===== src/rtl/counter_bank.sv =====
// -----------------------------------------------------------------------------
// counter_bank
//
// A bank of CHANNELS counters driven by one shared free-running prescaler.
// Every 2^LOG2DELAY enabled cycles the prescaler raises an advance strobe.
// On that strobe channel i steps by i+1, up or down. Each channel either wraps
// or saturates at its limit. Any channel can be loaded on its own, and each
// channel keeps a sticky overflow/underflow flag.
//
// Ports
//   clk_i        rising-edge clock for all state
//   rst_i        synchronous active-high reset; overrides every other input
//   en_i         prescaler enable
//   dir_i        1 = count up, 0 = count down (all channels, sampled on advance)
//   load_i       load strobe for the channel selected by ch_sel_i
//   ch_sel_i     channel index used by load_i and count_sel_o
//   load_val_i   value written by a load
//   clr_flags_i  clears all overflow flags (a new event in the same cycle wins)
//   tick_o       one-cycle pulse in the cycle after an advance
//   count_o      all counters; channel i sits at [i*BITS +: BITS]
//   count_sel_o  count of channel ch_sel_i; 0 when ch_sel_i is out of range
//   ovf_flags_o  sticky per-channel overflow/underflow flags
//   parity_o     XOR of all count_o bits, registered (one cycle behind count_o)
// -----------------------------------------------------------------------------
module counter_bank #(
   parameter int CHANNELS  = 4,
   parameter int BITS      = 4,
   parameter int LOG2DELAY = 22,
   parameter bit SATURATE  = 1'b0,
   localparam int SEL_W    = (CHANNELS > 1) ? $clog2(CHANNELS) : 1
) (
   input  logic                     clk_i,
   input  logic                     rst_i,
   input  logic                     en_i,
   input  logic                     dir_i,
   input  logic                     load_i,
   input  logic [SEL_W-1:0]         ch_sel_i,
   input  logic [BITS-1:0]          load_val_i,
   input  logic                     clr_flags_i,
   output logic                     tick_o,
   output logic [CHANNELS*BITS-1:0] count_o,
   output logic [BITS-1:0]          count_sel_o,
   output logic [CHANNELS-1:0]      ovf_flags_o,
   output logic                     parity_o
);

   logic [LOG2DELAY-1:0] presc_q, presc_d;
   logic                 adv;
   logic [BITS-1:0]      cnt_q [CHANNELS];
   logic [BITS-1:0]      cnt_d [CHANNELS];
   logic [CHANNELS-1:0]  ovf_q, ovf_d;
   logic                 tick_q;
   logic                 parity_q;

   // Prescaler: advance fires in the last cycle of each enabled period.
   always_comb begin
      presc_d = en_i ? presc_q + LOG2DELAY'(1) : presc_q;
      adv     = en_i & (&presc_q);
   end

   // Per-channel next state. Sums are formed one bit wider than the counter so
   // the top bit is the carry (up) or the borrow (down), which is exactly the
   // overflow/underflow event.
   always_comb begin
      logic [BITS:0] step;
      logic [BITS:0] sum;
      logic [BITS:0] diff;
      logic          evt;
      // NOTE: every variable gets a default before any branch so no path
      // leaves it unassigned, which would otherwise infer a latch.
      step  = '0;
      sum   = '0;
      diff  = '0;
      evt   = 1'b0;
      ovf_d = '0;
      for (int i = 0; i < CHANNELS; i++) begin
         step     = (BITS+1)'(i + 1);
         sum      = {1'b0, cnt_q[i]} + step;
         diff     = {1'b0, cnt_q[i]} - step;
         evt      = 1'b0;
         cnt_d[i] = cnt_q[i];
         // A load takes priority over an advance and suppresses its event.
         // Out-of-range indices never match any channel, so they are ignored.
         if (load_i && (ch_sel_i == SEL_W'(i))) begin
            cnt_d[i] = load_val_i;
         end else if (adv) begin
            if (dir_i) begin
               evt      = sum[BITS];
               cnt_d[i] = (SATURATE && sum[BITS]) ? '1 : sum[BITS-1:0];
            end else begin
               evt      = diff[BITS];
               cnt_d[i] = (SATURATE && diff[BITS]) ? '0 : diff[BITS-1:0];
            end
         end
         ovf_d[i] = (ovf_q[i] & ~clr_flags_i) | evt;
      end
   end

   // NOTE: state is updated with non-blocking assignments so every flop
   // samples the pre-edge values, independent of statement order.
   always_ff @(posedge clk_i) begin
      if (rst_i) begin
         presc_q  <= '0;
         tick_q   <= 1'b0;
         parity_q <= 1'b0;
         ovf_q    <= '0;
         // NOTE: the counter array is a set of flops, not a RAM, so it is
         // reset element by element like any other register.
         for (int i = 0; i < CHANNELS; i++) begin
            cnt_q[i] <= '0;
         end
      end else begin
         presc_q  <= presc_d;
         tick_q   <= adv;
         parity_q <= ^count_o;
         ovf_q    <= ovf_d;
         cnt_q    <= cnt_d;
      end
   end

   for (genvar g = 0; g < CHANNELS; g++) begin : g_pack
      assign count_o[g*BITS +: BITS] = cnt_q[g];
   end

   // Read-back mux; falls through to 0 when ch_sel_i names no channel.
   always_comb begin
      count_sel_o = '0;
      for (int i = 0; i < CHANNELS; i++) begin
         if (ch_sel_i == SEL_W'(i)) begin
            count_sel_o = cnt_q[i];
         end
      end
   end

   assign tick_o      = tick_q;
   assign ovf_flags_o = ovf_q;
   assign parity_o    = parity_q;

endmodule


===== config.mk =====
export PLATFORM = sky130hd
export DESIGN_NAME = counter_bank
export DESIGN_NICKNAME = d
export VERILOG_FILES = /design/src/rtl/counter_bank.sv
export SDC_FILE = /design/constraint.sdc
export NUM_CORES = 1
export LEC_CHECK = 0
export CORE_MARGIN = 5
export CORE_UTILIZATION = 49
export CTS_BUF_LIST = sky130_fd_sc_hd__clkbuf_4 sky130_fd_sc_hd__clkbuf_8
export CTS_CLUSTER_DIAMETER = 60
export DETAILED_ROUTE_END_ITERATION = 6
export HOLD_SLACK_MARGIN = 0.02
export PLACE_DENSITY_LB_ADDON = 0.25
export SLEW_MARGIN = 20
export SYNTH_ARGS = -nofsm -noshare
export SYNTH_HDL_FRONTEND = slang
export SYNTH_SLANG_ARGS = --single-unit

===== constraint.sdc =====
create_clock -name clk_i -period 2.8 [get_ports clk_i]
set_input_delay 0.28 -clock clk_i [delete_from_list [all_inputs] [get_ports clk_i]]
set_output_delay 0.28 -clock clk_i [all_outputs]
set_load 0.02 [all_outputs]

==> metrics.cfg <==
[run_status]
status=complete, no violations

[sta]
period_needed_ns=2.42
clock_skew_ns=0.00755
fmax_ghz=0.414
hold_viol=0
grt_setup_unrepaired=false
period_share_pct=86.3
fin_tns_setup_ns=0
drv_slew=0
tightest_slew_ns=0.758
slew_headroom_pct=49.3
timing.final.ws_setup_ns=0.385
setup_violations=0

[power_and_ir_drop]
p_per_area_nw_per_um2=455
p_leak_nw=1.13
vdd_ir_drop_max_mv=0.289

[clock_tree]
clock_path_buffers=2
h-tree-depth=2
cts_buffers=5
clk-insertion-delay-late_ns=0.31
cts-resized-gates=0
post_cts_buffers=0
cts-root-buf=clkbuf_8
hold_buffers=0
cts_sinks=44
cts_tree=done
path_clk_slew_ns=0.09

[layout]
num-fill-cells=465
final_area_um2=3180
drive_above_1_share_pct=8.58
postLayoutCoreUtil_pct=61.5
area_growth_pct=21.1
finalNetCount=364
n_antenna_cell=0

[critical_path]
worstPathArrival_ns=2.14
rrSetupSlack_ns=0.56
crit_end=count_sel_o[0]
r2r-end=count_o[3]
required_ns=2.52
path_max_fanout=10
r2r_start=presc_q[0]
reg2reg_depth=5
cp-startpoint=ch_sel_i[0]
path_class=input pin to output port
start_kind=input pin
end_kind=output port

[synthesis]
avgSynthCellArea_um2=8.59
yosysUniqueCellTypes=44
synth_ff_type=dfxtp_1
synthesis.nets=333
ys_seq_elements=44
syn_inst=306
synthesis.area_um2=2630
yosys_warnings=0
synth-edff-count=0
yosysSeqAreaShare_pct=33.5
async_flop_share_pct=0

[detailed_routing]
drtIter0Drc=118
vias=2414
detail-route-antenna-nets=0
wl_per_cell_um=16.6
route.detailed.drc=0
routed_wl_um=6770
dr.pass1.iters=4
viasPerCell=5.92

[floorplanning]
rows=26
io_pins=38
core-area_um2=5170
initial_core_util_pct=50.8
chipHeight_um=83.2
die_x_um=83.2
die_area_um2=6930

[grt]
grt_max_degree=21
grt_overflow=0
grt_pass1_wl_um=11300
grt_usage_pct=19.9
first_global_vias=2345
antenna_found_initial=0

[placed_design]
portBuffers=37
placed_area_um2=3060
dpl_worst_slack_ns=0.208
finalWeightedCongestion=0.848
dp_hpwl_um=4850

[run]
max_cap_violations=0

[min_path]
hp-class=flip-flop to flip-flop

Yosys cell counts, drive strengths merged (4+ instances only):
master | number | area, µm²
a21oi | 15 | 75.1
a311oi | 9 | 78.8
and2 | 4 | 25.0
clkbuf | 17 | 63.8
dfxtp | 44 | 881
ha | 15 | 188
inv | 16 | 60.1
mux2 | 6 | 67.6
mux2i | 4 | 40.0
mux4 | 4 | 90.1
nand2 | 17 | 63.8
nand2b | 4 | 25.0
nand3 | 8 | 40.0
nand4 | 16 | 106
nor2 | 31 | 116
nor4 | 8 | 50.1
o21ai | 9 | 45.0
o31ai | 5 | 37.5
or3 | 9 | 56.3
or4 | 9 | 67.6
xnor2 | 11 | 96.3
xor2 | 10 | 87.6
logic make-up after synthesis:
| logic type | Yosys count | share of synthesized area, % |
|---|---|---|
| AND/OR/NAND/NOR | 126 | 26.2 |
| AO/OA/AOI/OAI | 49 | 12.5 |
| flip-flops | 44 | 33.5 |
| buffers and inverters | 36 | 5.24 |
| XOR/XNOR | 22 | 7.85 |
| adder cells (fa/ha/maj) | 15 | 7.14 |
| multiplexers | 14 | 7.52 |
sequential cells by signal (all words and copies together), names as in the netlist:
name	flops
presc_q	22
count_o	16
ovf_flags_o	4
parity_o	1
tick_o	1
layout make-up:
type                            instances  area (µm²)  share of cell area [%]
Clock buffer                            6        82.6                    2.59
Clock inverter                          2        38.8                    1.22
Inverter                               16        60.1                    1.89
Multi-Input combinational cell        226        1610                    50.6
Sequential cell                        44         881                    27.7
Tap cell                               70        87.6                    2.75
Timing Repair Buffer                   44         423                    13.3
metrics by stage:
| step | power, mW | instances | hold slack [ns] |
|---|---|---|---|
| 2_1_floorplan | 0.833 | 306 | 0.416 |
| 5_1_grt | 1.50 | 408 | 0.494 |
| 4_1_cts | 1.46 | 408 | 0.472 |
| 6_report | 1.45 | 408 | 0.467 |
| 3_3_place_gp | 0.925 | 400 | 0.455 |
| 3_5_place_dp | 0.930 | 400 | 0.459 |
cell usage in the layout (no fill, tap or decap), types with 10 or more instances in the layout:
master,Yosys,layout
inv_1,16,16
xor2_1,10,10
nand2_1,17,17
clkdlybuf4s50_1,0,37
nor2_1,31,31
a21oi_1,15,15
nand4_1,15,15
ha_1,15,15
xnor2_1,11,11
dfxtp_1,44,44
power by group:
group | leakage (nW) | switching, mW | total (mW) | internal (mW)
Sequential | 0.357 | 0.0244 | 0.670 | 0.645
Combinational | 0.710 | 0.122 | 0.248 | 0.126
Clock | 0.0614 | 0.238 | 0.530 | 0.292
critical path, stage by stage:
cell and delay (ns):
clkdlybuf4s50_1 0.74, mux4_2 0.56, clkdlybuf4s50_1 0.55
worst min-delay path by stage:
stage	start	to	slack (ns)	depth (start not counted)
CTS	ovf_flags_o[2]	ovf_flags_o[2]	0.47	2
global route	ovf_flags_o[2]	ovf_flags_o[2]	0.49	2
finish	ovf_flags_o[2]	ovf_flags_o[2]	0.47	2
floorplan	load_val_i[0]	count_o[4]	0.42	2
global placement	ovf_flags_o[2]	ovf_flags_o[2]	0.46	2
detailed placement	ovf_flags_o[2]	ovf_flags_o[2]	0.46	2
metal layers:
| metal | up-vias | track usage [%] | share of wire [%] |
|---|---|---|---|
| met5 | - | 0 | 0 |
| met4 | 0 | 6.69 | 1.0 |
| met3 | 6 | 4.46 | 7.8 |
| met2 | 71 | 32.2 | 45 |
| met1 | 1165 | 26.0 | 46 |
| li1 | 1172 | - | - |
(Power assumes the default switching activity.)
